===== config.mk =====
export PLATFORM = sky130hd
export DESIGN_NAME = addsub_accum
export DESIGN_NICKNAME = d
export VERILOG_FILES = /design/src/rtl/addsub_accum.sv
export SDC_FILE = /design/constraint.sdc
export NUM_CORES = 1
export LEC_CHECK = 0
export CAP_MARGIN = 20
export CELL_PAD_IN_SITES_DETAIL_PLACEMENT = 0
export CELL_PAD_IN_SITES_GLOBAL_PLACEMENT = 1
export CORE_MARGIN = 2
export CORE_UTILIZATION = 37
export DETAILED_ROUTE_END_ITERATION = 8
export HOLD_SLACK_MARGIN = 0.15
export PLACE_DENSITY = 0.91
export SETUP_SLACK_MARGIN = 0.1
export SLEW_MARGIN = 20
export SYNTH_ARGS = -nofsm -noshare
export SYNTH_HDL_FRONTEND = slang
export SYNTH_SLANG_ARGS = --single-unit

===== constraint.sdc =====
create_clock -name clk -period 4.7 [get_ports clk]
set_clock_uncertainty 0.2 [all_clocks]
set_input_delay 0.94 -clock clk [delete_from_list [all_inputs] [get_ports clk]]
set_output_delay 0.94 -clock clk [all_outputs]
set_load 0.05 [all_outputs]

===== src/rtl/addsub_accum.sv =====
// -----------------------------------------------------------------------------
// addsub_accum
//   Registered add / subtract / accumulate unit with optional unsigned
//   saturation, status flags and valid/ready handshakes on both sides.
//   One accepted operand beat produces one result beat on the next cycle.
//   A result that is still held can be replaced by a new result on the same
//   edge that it is consumed, so back-to-back beats stream with no bubble.
//
// Parameters
//   WIDTH    operand/result width in bits (>= 2)
//   SAT_EN   1: sat input honoured, 0: results always wrap
//   COUNT_W  width of the accepted-beat counter (wraps silently)
//
// Ports
//   clk        in   clock, all state on the rising edge
//   rst        in   synchronous reset, active-high
//   in_valid   in   operand beat valid
//   in_ready   out  unit can accept a beat this cycle
//   op         in   00 ADD a+b, 01 SUB a-b, 10 ACC acc+a, 11 CLR acc<=a
//   sat        in   unsigned saturation request
//   a, b       in   unsigned operands (b unused by ACC/CLR)
//   out_valid  out  result beat valid
//   out_ready  in   consumer takes the result this cycle
//   result     out  registered result (post-saturation)
//   carry      out  ADD/ACC carry-out, SUB borrow, CLR 0
//   overflow   out  signed overflow of the raw operation, CLR 0
//   zero       out  result == 0
//   acc        out  accumulator value
//   count      out  number of accepted beats
// -----------------------------------------------------------------------------
module addsub_accum #(
  parameter int unsigned WIDTH   = 8,
  parameter bit          SAT_EN  = 1'b1,
  parameter int unsigned COUNT_W = 8
) (
  input  logic               clk,
  input  logic               rst,
  input  logic               in_valid,
  output logic               in_ready,
  input  logic [1:0]         op,
  input  logic               sat,
  input  logic [WIDTH-1:0]   a,
  input  logic [WIDTH-1:0]   b,
  output logic               out_valid,
  input  logic               out_ready,
  output logic [WIDTH-1:0]   result,
  output logic               carry,
  output logic               overflow,
  output logic               zero,
  output logic [WIDTH-1:0]   acc,
  output logic [COUNT_W-1:0] count
);

  localparam int unsigned MSB = WIDTH - 1;

  typedef enum logic [1:0] {
    OP_ADD = 2'b00,
    OP_SUB = 2'b01,
    OP_ACC = 2'b10,
    OP_CLR = 2'b11
  } op_e;

  // Architectural state
  logic               out_valid_q;
  logic [WIDTH-1:0]   result_q;
  logic               carry_q;
  logic               overflow_q;
  logic               zero_q;
  logic [WIDTH-1:0]   acc_q;
  logic [COUNT_W-1:0] count_q;

  // Next-state values for an accepted beat
  logic [WIDTH-1:0]   result_d;
  logic               carry_d;
  logic               overflow_d;
  logic               zero_d;

  op_e                op_s;
  logic               accept;
  logic               sat_on;
  logic [WIDTH-1:0]   add_l;
  logic [WIDTH-1:0]   add_r;
  logic [WIDTH:0]     sum_w;
  logic [WIDTH:0]     diff_w;
  logic [WIDTH-1:0]   raw;

  assign op_s = op_e'(op);

  // Combinational ready: a held result that is being consumed this cycle
  // frees the output register, so a new beat may enter on the same edge.
  assign in_ready = !out_valid_q || out_ready;
  assign accept   = in_valid && in_ready;
  assign sat_on   = SAT_EN && sat;

  // ADD and ACC share one adder; ACC substitutes the accumulator for a and
  // a for b. Both paths are WIDTH+1 bits so the top bit is carry / borrow.
  assign add_l  = (op_s == OP_ACC) ? acc_q : a;
  assign add_r  = (op_s == OP_ACC) ? a     : b;
  assign sum_w  = {1'b0, add_l} + {1'b0, add_r};
  assign diff_w = {1'b0, a} - {1'b0, b};

  // NOTE: every signal written here gets a default first, so no path through
  // the case can leave one unassigned and infer a latch.
  always_comb begin
    raw        = sum_w[MSB:0];
    carry_d    = sum_w[WIDTH];
    overflow_d = (add_l[MSB] == add_r[MSB]) && (sum_w[MSB] != add_l[MSB]);
    case (op_s)
      OP_SUB: begin
        raw        = diff_w[MSB:0];
        carry_d    = diff_w[WIDTH];  // borrow out equals (a < b)
        overflow_d = (a[MSB] != b[MSB]) && (diff_w[MSB] != a[MSB]);
      end
      OP_CLR: begin
        raw        = a;
        carry_d    = 1'b0;
        overflow_d = 1'b0;
      end
      default: ;
    endcase

    // Saturation clamps only the result; flags keep reporting the raw op.
    // CLR never sets carry_d, so it is never clamped.
    result_d = raw;
    if (sat_on && carry_d) begin
      result_d = (op_s == OP_SUB) ? '0 : '1;
    end
    zero_d = (result_d == '0);
  end

  // NOTE: state is written with non-blocking assignments so every register
  // samples pre-edge values regardless of statement order.
  always_ff @(posedge clk) begin
    if (rst) begin
      out_valid_q <= 1'b0;
      result_q    <= '0;
      carry_q     <= 1'b0;
      overflow_q  <= 1'b0;
      zero_q      <= 1'b0;
      acc_q       <= '0;
      count_q     <= '0;
    end else if (accept) begin
      out_valid_q <= 1'b1;
      result_q    <= result_d;
      carry_q     <= carry_d;
      overflow_q  <= overflow_d;
      zero_q      <= zero_d;
      count_q     <= count_q + COUNT_W'(1);
      if (op_s == OP_ACC || op_s == OP_CLR) begin
        acc_q <= result_d;
      end
    end else if (out_ready) begin
      // Result consumed with nothing to replace it; data/flags keep last value.
      out_valid_q <= 1'b0;
    end
  end

  assign out_valid = out_valid_q;
  assign result    = result_q;
  assign carry     = carry_q;
  assign overflow  = overflow_q;
  assign zero      = zero_q;
  assign acc       = acc_q;
  assign count     = count_q;

endmodule


==> flow_summary.yaml <==
routing:
  vias: 2250
  ant_nets: 0
  viasPerCell: 5.383
  wire_per_inst_um: 14.24
  first_pass_iters: 4
  drt_iter0_drc: 111
  wirelength_mm: 5.954
  drc: 0
cells_and_area:
  layout.nets: 384
  diodes: 0
  fill_cells: 615
  drive_gt1_share_pct: 10.56
  syn2layout_area_growth_pct: 26.35
global_route:
  grt_usage_pct: 17.92
  grt_first_pass_wirelength_mm: 10.54
  grt_max_degree: 30
  grt_pass1_vias: 2180
  antenna_found_initial: 0
  grt_overflow_total: 0
hold_path:
  hp-start: "result[0]"
  hold_path.class: "register to register"
worst_setup_path:
  r2r_setup_slack_ns: 1.91
  cp_num_buf_inv: 2
  r2r_start: "acc[1]"
  cpMostUsedCell: "nand2b_1"
  ff2ff_path_depth: 9
  reg2reg_to: "acc[7]"
  crit_type: "primary input to register"
  critPathSlowestCell: "clkdlybuf4s50_1"
  required_ns: 4.71
  cp_top_family: "compound AO/OA/AOI/OAI gates"
  slowest_delay_ns: 0.47
  cp.depth: 11
  cp_max_fo: 10
  setup.worst_path.end_class: "register"
  cp_cell_sequence: "clkdlybuf4s50_1 -> nand2b_1 -> buf_4 -> mux2_2 -> ha_1 -> nor3_1 -> a2111o_1 -> a311oi_4 -> a2111oi_2 -> nand2b_1 -> a21oi_1"
  worstPathArrival_ns: 4.12
  crit_end: "result[0]"
  start_kind: "primary input"
  startpoint: "op[0]"
placed_design:
  portBuffers: 51
  place.gp.congestion: 0.7852
  dp_hpwl_mm: 4.692
power_and_ir_drop:
  netSwitchingPower_uw: 290.7
  irDropWorstVdd_mv: 0.1431
  p_leak_uw: 0.001177
  power.density_nw_per_um2: 257.5
  comb_power_share_pct: 45.8
  switching_share_pct: 38.09
  intPower_uw: 472.5
  pwr-share-seq_pct: 34.9
  clkPwrFrac_pct: 19.3
floorplan:
  die_area_um2: 6993
  die_x_um: 83.63
  io_pins: 52
  initial_core_util_pct: 37.59
  core_um2: 6241
  fp-row-count: 29
  dieHeight_um: 83.63
yosys:
  yosysSeqAreaShare_pct: 23.89
  synth_edf_count: 0
  synth_cell_types: 58
  synth.cell_area_um2: 2346
  ys.flop_type: "dfxtp_1"
  yosys_warnings: 0
  synthCells: 295
  yosys_register_bits: 28
  syn-num-nets: 337
  synthArstFlopShare_pct: 0
  syn_avg_cell_area_um2: 7.953
clocking:
  path_clk_slew_ns: 0.09
  root_buffer: "clkbuf_8"
  h-tree-depth: 1
  clkLatencyLatePin_ns: 0.27
  numCtsBuffers: 3
  cts_tree: "yes"
  cts.repair.resized: 0
  cts_setup_buffers: 0
  cts_hold_buf: 0
  cts.sinks: 28
  cts_buffer_depth: 2
timing:
  fin_crit_sh_pct: 87.49
  max_freq_mhz: 243.2
  rsz0062_at_grt: "no"
  setup-tns-final_ns: 0
  maxSlewHeadroom_pct: 60.68
  layout_min_cycle_time_ns: 4.112
  hold_viol_final: 0
  tightest_slew_ns: 0.5898
  finalSetupViolCount: 0
  whs_ns: 0.2535
  drv_slew: 0
status:
  status: "complete, no violations"
run:
  max_cap_violations: 0
==> metrics by stage <==
step / setup slack [ns] / total power, uW / utilization, % / instances / area, um^2
2_1_floorplan: 0.7547 / 521.0 / - / 295 / 2346
3_3_place_gp: 0.3443 / 617.1 / 46.61 / 414 / 2909
3_5_place_dp: 0.3271 / 619.9 / 46.61 / 414 / 2909
4_1_cts: 0.5921 / 768.4 / 47.49 / 418 / 2964
5_1_grt: 0.4368 / 817.8 / 47.49 / 418 / 2964
6_report: 0.5880 / 763.2 / 47.49 / 418 / 2964
==> Yosys cell counts (all sizes together) (2+ instances only) <==
cell	count	area share, %
nor2	39	6.3
dfxtp	28	24
nand2	25	4.0
a21oi	22	4.9
inv	18	2.9
ha	17	9.1
mux2	15	7.2
o21ai	14	3.1
a211oi	10	3.4
nor3	9	1.9
clkbuf	8	1.7
xor2	8	3.0
nand2b	6	1.6
xnor2	6	2.2
buf	5	1.4
nand3	5	1.1
nor2b	5	1.3
a311oi	4	2.2
mux2i	4	1.7
o211ai	4	1.3
o31ai	4	1.3
a31oi	3	0.80
and2	3	0.80
nand4	3	0.80
or2	3	0.80
a2111oi	2	1.0
a21o	2	0.64
and3	2	0.53
fa	2	1.7
o311ai	2	1.1
or3	2	0.53
==> metal layers <==
| metal | GRT usage (%) | vias up | part of all wire (%) | routed length [um] |
|---|---|---|---|---|
| met5 | 0 | - | 0 | 0 |
| met4 | 1.760 | 0 | 0.45 | 27 |
| met3 | 2.671 | 4 | 3.7 | 218 |
| met2 | 30.69 | 51 | 48 | 2862 |
| met1 | 24.80 | 1045 | 48 | 2845 |
| li1 | - | 1150 | - | - |
==> tightest hold or removal path, stage by stage, from the launching register on <==
cell     delay (ns)
dfxtp_1        0.32
nand2_1        0.05
a21oi_1        0.05
==> power groups by stage <==
stage / registers, uW / logic, uW / clock network, uW
global route: 269 / 384 / 165
CTS: 267 / 350 / 152
finish: 267 / 350 / 147
global placement: 272 / 345 / 0
floorplan: 326 / 195 / 0
detailed placement: 273 / 347 / 0
==> worst min path at each step <==
stage / end / slack, ns / cells after the start
CTS: result[0] / 0.26 / 2
global route: result[1] / 0.30 / 2
floorplan: result[0] / 0.47 / 2
finish: result[0] / 0.25 / 2
detailed placement: result[0] / 0.25 / 2
global placement: result[0] / 0.25 / 2
==> logic make-up (layout without fill, tap and decap cells) <==
logic type	Yosys count	in the layout	share of synthesized area, %
muxes	19	19	8.907
AOI/OAI and AO/OA	78	78	24.05
and+or+nand+nor	105	105	20.80
adders and majority gates	19	19	10.77
xor gates and xnor gates	14	14	5.227
buffers and inverters	32	78	6.347
DFF	28	28	23.89
==> cells in the final DEF, fill, tap and decap left out, types with 8 or more instances in the layout <==
cell	n
a211oi_1	9
a21oi_1	21
clkdlybuf4s50_1	51
dfxtp_1	28
ha_1	17
inv_1	18
mux2_2	15
nand2_1	25
nor2_1	38
nor3_1	9
o21ai_0	12
xor2_1	8
==> state kept, by name, indices dropped and copies added (netlist names) <==
signal     cells
result         8
out_valid      1
count          8
acc            8
zero           1
carry          1
overflow       1
==> cell type report <==
cell class / count / area [um^2] / area share (%)
multi-input cells: 235 / 1637 / 55.21
flip-flops and latches: 28 / 560.5 / 18.91
repair buffers: 56 / 548.0 / 18.49
well taps: 77 / 96.34 / 3.250
inverters: 18 / 67.56 / 2.279
clock buffers: 4 / 55.05 / 1.857
Power figures use the tool's default switching activity.
